[config.mk]
export PLATFORM = sky130hd
export DESIGN_NAME = ones_window_acc_flat
export DESIGN_NICKNAME = d
export VERILOG_FILES = /design/src/rtl/ones_pkg.sv /design/src/rtl/ones_window_acc_if.sv /design/src/rtl/ones_out_slice.sv /design/src/rtl/ones_window_acc.sv /design/src/flat_wrapper.sv
export SDC_FILE = /design/constraint.sdc
export NUM_CORES = 1
export LEC_CHECK = 0
export BUFFER_PORTS_ARGS = -buffer_cell sky130_fd_sc_hd__buf_2
export CORE_MARGIN = 5
export CORE_UTILIZATION = 46
export CTS_BUF_LIST = sky130_fd_sc_hd__clkbuf_8
export CTS_CLUSTER_DIAMETER = 120
export CTS_CLUSTER_SIZE = 16
export DETAILED_ROUTE_END_ITERATION = 8
export GPL_TIMING_DRIVEN = 0
export HOLD_SLACK_MARGIN = 0.05
export PLACE_DENSITY = 0.73
export SYNTH_ARGS = -nofsm -noshare
export SYNTH_HDL_FRONTEND = slang
export SYNTH_SLANG_ARGS = --single-unit
[constraint.sdc]
create_clock -name clk -period 5.3 [get_ports clk]
set_input_delay 0.53 -clock clk [delete_from_list [all_inputs] [get_ports clk]]
set_output_delay 0.53 -clock clk [all_outputs]
set_load 0.05 [all_outputs]
[src/rtl/ones_pkg.sv]
// Shared constants, output-buffer state encoding and the saturating adder
// used by the ones-count window accumulator.
package ones_pkg;

   localparam int unsigned CNT_W     = 2;
   localparam int unsigned MAX_SUM_W = 16;
   localparam int unsigned SUM_EXT_W = MAX_SUM_W + 1;

   typedef enum logic {
      EMPTY = 1'b0,
      FULL  = 1'b1
   } out_state_e;

   typedef struct packed {
      logic                 sat;
      logic [MAX_SUM_W-1:0] sum;
   } sat_sum_t;

   // a + b clipped at max_v; sat flags that clipping happened
   function automatic sat_sum_t sat_add(input logic [MAX_SUM_W-1:0] a,
                                        input logic [CNT_W-1:0]     b,
                                        input logic [MAX_SUM_W-1:0] max_v);
      logic [SUM_EXT_W-1:0] s;
      sat_sum_t             r;
      s = SUM_EXT_W'(a) + SUM_EXT_W'(b);
      if (s > SUM_EXT_W'(max_v)) begin
         r.sat = 1'b1;
         r.sum = max_v;
      end else begin
         r.sat = 1'b0;
         r.sum = s[MAX_SUM_W-1:0];
      end
      return r;
   endfunction

endpackage

[src/rtl/ones_window_acc_if.sv]
// Sample-in / window-result-out handshake bundle for ones_window_acc.
interface ones_window_acc_if
   import ones_pkg::*;
#(
   parameter int unsigned SUM_W = 8
);

   logic             in_valid;
   logic [CNT_W-1:0] in_count;
   logic             in_ready;
   logic             out_valid;
   logic [SUM_W-1:0] out_sum;
   logic             out_sat;
   logic             out_ready;

   modport master (
      output in_valid, in_count, out_ready,
      input  in_ready, out_valid, out_sum, out_sat
   );

   modport slave (
      input  in_valid, in_count, out_ready,
      output in_ready, out_valid, out_sum, out_sat
   );

endinterface

[src/rtl/ones_out_slice.sv]
// One-entry result register with an EMPTY/FULL handshake FSM; holds the
// last completed window until the consumer takes it.
module ones_out_slice
   import ones_pkg::*;
#(
   parameter int unsigned SUM_W = 8
) (
   input  logic             clk,
   input  logic             rst_n,
   input  logic             load,
   input  logic [SUM_W-1:0] load_sum,
   input  logic             load_sat,
   input  logic             out_ready,
   output logic             out_valid,
   output logic [SUM_W-1:0] out_sum,
   output logic             out_sat
);

   out_state_e       state_q, state_d;
   logic [SUM_W-1:0] sum_q, sum_d;
   logic             sat_q, sat_d;

   always_ff @(posedge clk or negedge rst_n) begin
      if (!rst_n) begin
         state_q <= EMPTY;
         sum_q   <= '0;
         sat_q   <= 1'b0;
      end else begin
         state_q <= state_d;
         sum_q   <= sum_d;
         sat_q   <= sat_d;
      end
   end

   // load is only raised while FULL when out_ready frees the slot the same cycle
   always_comb begin
      state_d = state_q;
      sum_d   = sum_q;
      sat_d   = sat_q;
      case (state_q)
         EMPTY: begin
            if (load) begin
               state_d = FULL;
               sum_d   = load_sum;
               sat_d   = load_sat;
            end
         end
         FULL: begin
            if (out_ready) begin
               if (load) begin
                  sum_d = load_sum;
                  sat_d = load_sat;
               end else begin
                  state_d = EMPTY;
               end
            end
         end
         default: state_d = EMPTY;
      endcase
   end

   assign out_valid = (state_q == FULL);
   assign out_sum   = sum_q;
   assign out_sat   = sat_q;

endmodule

[src/rtl/ones_window_acc.sv]
// Sums WIN_LEN accepted ones-count samples with saturation and hands each
// completed window to a one-entry output buffer.
module ones_window_acc
   import ones_pkg::*;
#(
   parameter int unsigned WIN_LEN = 16,
   parameter int unsigned SUM_W   = 8
) (
   input  logic              clk,
   input  logic              rst_n,
   input  logic              clear,
   ones_window_acc_if.slave  bus
);

   localparam int unsigned          CNT_BITS = (WIN_LEN > 1) ? $clog2(WIN_LEN) : 1;
   localparam logic [CNT_BITS-1:0]  LAST_CNT = CNT_BITS'(WIN_LEN - 1);
   localparam logic [MAX_SUM_W-1:0] SUM_MAX  = MAX_SUM_W'((32'd1 << SUM_W) - 32'd1);

   logic [SUM_W-1:0]    acc_q, acc_d;
   logic                sat_q, sat_d;
   logic [CNT_BITS-1:0] cnt_q, cnt_d;

   logic                out_valid;
   logic [SUM_W-1:0]    out_sum;
   logic                out_sat;

   logic                last_c;
   logic                in_ready_c;
   logic                accept_c;
   logic                close_c;
   sat_sum_t            add_c;
   logic [SUM_W-1:0]    win_sum_c;
   logic                win_sat_c;

   always_ff @(posedge clk or negedge rst_n) begin
      if (!rst_n) begin
         acc_q <= '0;
         sat_q <= 1'b0;
         cnt_q <= '0;
      end else begin
         acc_q <= acc_d;
         sat_q <= sat_d;
         cnt_q <= cnt_d;
      end
   end

   // Only a window-closing sample can stall, and only while the buffer is blocked
   always_comb begin
      acc_d      = acc_q;
      sat_d      = sat_q;
      cnt_d      = cnt_q;
      last_c     = (cnt_q == LAST_CNT);
      in_ready_c = !(last_c && out_valid && !bus.out_ready);
      accept_c   = bus.in_valid && in_ready_c && !clear;
      close_c    = accept_c && last_c;
      add_c      = sat_add(MAX_SUM_W'(acc_q), bus.in_count, SUM_MAX);
      win_sum_c  = SUM_W'(add_c.sum);
      win_sat_c  = sat_q | add_c.sat;
      if (clear || close_c) begin
         acc_d = '0;
         sat_d = 1'b0;
         cnt_d = '0;
      end else if (accept_c) begin
         acc_d = win_sum_c;
         sat_d = win_sat_c;
         cnt_d = cnt_q + CNT_BITS'(1);
      end
   end

   ones_out_slice #(
      .SUM_W (SUM_W)
   ) u_out_slice (
      .clk       (clk),
      .rst_n     (rst_n),
      .load      (close_c),
      .load_sum  (win_sum_c),
      .load_sat  (win_sat_c),
      .out_ready (bus.out_ready),
      .out_valid (out_valid),
      .out_sum   (out_sum),
      .out_sat   (out_sat)
   );

   assign bus.in_ready  = in_ready_c;
   assign bus.out_valid = out_valid;
   assign bus.out_sum   = out_sum;
   assign bus.out_sat   = out_sat;

endmodule

[src/flat_wrapper.sv]
// flat-port wrapper written by rule: the top's interface ports become plain ports
module ones_window_acc_flat import ones_pkg::*;
#(
   parameter int unsigned WIN_LEN = 16,
   parameter int unsigned SUM_W   = 8
)
  (clk, rst_n, clear, bus_in_valid, bus_in_count, bus_out_ready, bus_in_ready, bus_out_valid, bus_out_sum, bus_out_sat);
  ones_window_acc_if #(.SUM_W(SUM_W)) bus_i ();
  input  logic clk;
  input  logic rst_n;
  input  logic clear;
  input wire logic [$bits(bus_i.in_valid)-1:0] bus_in_valid;
  input wire logic [$bits(bus_i.in_count)-1:0] bus_in_count;
  input wire logic [$bits(bus_i.out_ready)-1:0] bus_out_ready;
  output wire logic [$bits(bus_i.in_ready)-1:0] bus_in_ready;
  output wire logic [$bits(bus_i.out_valid)-1:0] bus_out_valid;
  output wire logic [$bits(bus_i.out_sum)-1:0] bus_out_sum;
  output wire logic [$bits(bus_i.out_sat)-1:0] bus_out_sat;
  assign bus_i.in_valid = bus_in_valid;
  assign bus_i.in_count = bus_in_count;
  assign bus_i.out_ready = bus_out_ready;
  assign bus_in_ready = bus_i.in_ready;
  assign bus_out_valid = bus_i.out_valid;
  assign bus_out_sum = bus_i.out_sum;
  assign bus_out_sat = bus_i.out_sat;
  ones_window_acc #(.WIN_LEN(WIN_LEN), .SUM_W(SUM_W)) u_core (.clk(clk), .rst_n(rst_n), .clear(clear), .bus(bus_i));
endmodule
==> results.sh <==
export IMPL_status="completed"
export IMPL_vias=942
export IMPL_maxSlewViolCount=0
export IMPL_fin_skew_ns=0.001949
export IMPL_grt_pass1_vias=964
export IMPL_place_inst=159
export IMPL_grt_antenna_before_repair=0
export IMPL_worst_pin_slew_ns=0.5147
export IMPL_yosysTopAreaCell="dfrtp_1"
export IMPL_cp_arrival_ns=1.58
export IMPL_fp_dieW_um=61.71
export IMPL_clkTransAtPathRegs_ns=0.08
export IMPL_antennaDiodeCount=0
export IMPL_rows=18
export IMPL_synth_top_cell_area_share=0.4680
export IMPL_place_congestion=0.8540
export IMPL_netlist_instances=112
export IMPL_hold_buffers=0
export IMPL_timing_hold_ws_ns=0.2323
export IMPL_area_delta_synth_final_pct=13.63
export IMPL_yosysWarnings=0
export IMPL_grt_max_degree=24
export IMPL_hold_viol_final=0
export IMPL_avgSynthCellArea_um2=10.98
export IMPL_peakVddDrop_mv=0.1504
export IMPL_core_um2=2522
export IMPL_yosysMostFrequentCell="dfrtp_1"
export IMPL_setup_violations=0
export IMPL_wirelength_mm=2.431
export IMPL_drc_errors=0
export IMPL_min_period_ns=2.111
export IMPL_worstPathMaxFanout=4
export IMPL_crit_type="flop to output port"
export IMPL_drive_above_1_share=0.3008
export IMPL_power_density_nw_per_um2=242.2
export IMPL_rsz0062_at_grt="false"
export IMPL_cts_sinks=23
export IMPL_dr_pass1_iters=4
export IMPL_synth_seq_cells=23
export IMPL_ys_async_sr_fraction=1.000
export IMPL_fillers=231
export IMPL_nNetsFinal=145
export IMPL_syn_area_um2=1230
export IMPL_slew_headroom=0.6568
export IMPL_yosysSeqAreaShare=0.4680
export IMPL_drt_iter0_drc=29
export IMPL_clk_path_buf_depth=2
export IMPL_postCtsResizedCells=0
export IMPL_cts_tree="built"
export IMPL_dieArea_um2=3808
export IMPL_layout_cells_non_filler=163
export IMPL_cts_htree_levels=1
export IMPL_leakage_uw=0.0006840
export IMPL_synthTopCellsByArea="dfrtp_1 47%, a21oi_1 3.7%, nor2_1 3.4%"
export IMPL_crit_path_start_kind="flop"
export IMPL_synth_edf_count=0
export IMPL_end_kind="output port"
export IMPL_fmax_ghz=0.4738
export IMPL_overflow=0
export IMPL_min_path_type="primary input to asynchronous set/reset pin"
export IMPL_synth_main_ff_cell="dfrtp_1"
export IMPL_cts_setup_buffers=0
export IMPL_port_buffers=17
export IMPL_ios=18
export IMPL_antenna_left=0
export IMPL_worstRegToRegCells=6
export IMPL_die_h_um=61.71
export IMPL_cts_inserted_buffers=3
export IMPL_initial_core_util=0.4876
export IMPL_grt_use_total=0.1531
export IMPL_final_setup_tns_ns=0
export IMPL_viasPerCell=5.779
export IMPL_dpl_hpwl_mm=1.826
export IMPL_synth_distinct_cells=43
export IMPL_clk_latency_ns=0.26
export IMPL_power_uw=338.5
export IMPL_min_period_over_period=0.3982
export IMPL_synth_fp_nets=123
export IMPL_netlist_top_cells_count="23 x dfrtp_1, 11 x nor2_1, 9 x a21oi_1, 5 x a31oi_1, 5 x nand2b_1"
export IMPL_cp_required_ns=4.77
export IMPL_cap_violations=0
export IMPL_cts_root_buffer="clkbuf_8"
export IMPL_grt_first_pass_wirelength_mm=4.319
export IMPL_avgRoutedWirePerCell_um=14.91
-- cell usage in the layout (no fill, tap or decap), types with 3 or more instances in the layout --
master | Yosys | final
and3_1 | 3 | 3
buf_2 | 0 | 17
nand2_1 | 4 | 4
nor2_1 | 11 | 11
dfrtp_1 | 23 | 23
a31oi_1 | 5 | 5
inv_1 | 2 | 3
o2bb2ai_1 | 3 | 3
a31oi_2 | 3 | 3
a21o_1 | 3 | 3
a21oi_1 | 9 | 9
nand2b_1 | 5 | 5
ha_1 | 3 | 3
a22o_1 | 3 | 3
clkbuf_8 | 0 | 3
-- through the flow --
step / utilization / area [um^2] / worst slack, ns
final: 0.5541 / 1398 / 3.189
after global placement: 0.5362 / 1353 / 3.241
after floorplan: - / 1230 / 3.325
after CTS: 0.5541 / 1398 / 3.199
after detailed placement: 0.5362 / 1353 / 3.203
after global routing: 0.5541 / 1398 / 3.126
-- cells by family after synthesis --
group / count (synthesis) / synth area share
simple gates: 42 / 0.2198
compound gates: 35 / 0.2147
flops: 23 / 0.4680
buf+inv: 4 / 0.01831
fa+ha+maj: 4 / 0.04680
xor+xnor: 2 / 0.01424
mux: 2 / 0.01831
-- worst max-delay path: stages, from the launching register on --
cell and delay [ns]:
dfrtp_1 0.42, ha_1 0.26, and3_1 0.26, nand2_1 0.11, buf_2 0.27
-- power by group --
part / leakage (uW) / internal, uW / switching, uW / total, uW
clock: 0.0000269 / 51.7 / 54.4 / 106
sequential: 0.000311 / 182 / 4.48 / 186
combinational: 0.000346 / 14.6 / 31.8 / 46.4
total: 0.000684 / 248 / 90.7 / 339
-- state kept, by name, indices dropped and copies added (netlist names) --
register,flops
u_core.u_out_slice.out_sum,8
u_core.u_out_slice.out_valid,1
u_core.acc_q,8
u_core.sat_q,1
u_core.cnt_q,4
u_core.u_out_slice.out_sat,1
-- metal layers --
metal / share of wire / vias up / global-route usage
met5: 0 / - / 0
met4: 0.017 / 0 / 0.04545
met3: 0.054 / 6 / 0.04339
met2: 0.48 / 23 / 0.2556
met1: 0.45 / 454 / 0.1932
li1: - / 459 / -
-- layout make-up --
cell class / instances / area [um^2] / area share
Multi-Input combinational cell: 85 / 631.9 / 0.4521
Tap cell: 30 / 37.54 / 0.02686
Inverter: 2 / 7.507 / 0.005372
Buffer: 2 / 15.01 / 0.01074
Timing Repair Buffer: 17 / 85.08 / 0.06088
Clock buffer: 3 / 41.29 / 0.02954
Sequential cell: 23 / 575.6 / 0.4118
Clock inverter: 1 / 3.754 / 0.002686
-- worst paths after layout --
check                                              start                       endpoint  slack [ns]
setup reg to reg                         u_core.acc_q[0]                u_core.acc_q[4]        3.43
setup / recovery                         u_core.cnt_q[0]                   bus_in_ready        3.19
min in group clk           u_core.u_out_slice.out_sum[7]  u_core.u_out_slice.out_sum[7]        0.51
hold / removal                                     rst_n  u_core.u_out_slice.out_sum[6]        0.23
max in group asynchronous                          rst_n                u_core.acc_q[5]        4.72
hold reg to reg            u_core.u_out_slice.out_sum[7]  u_core.u_out_slice.out_sum[7]        0.51
No activity file was read; power rests on OpenSTA's default activity.
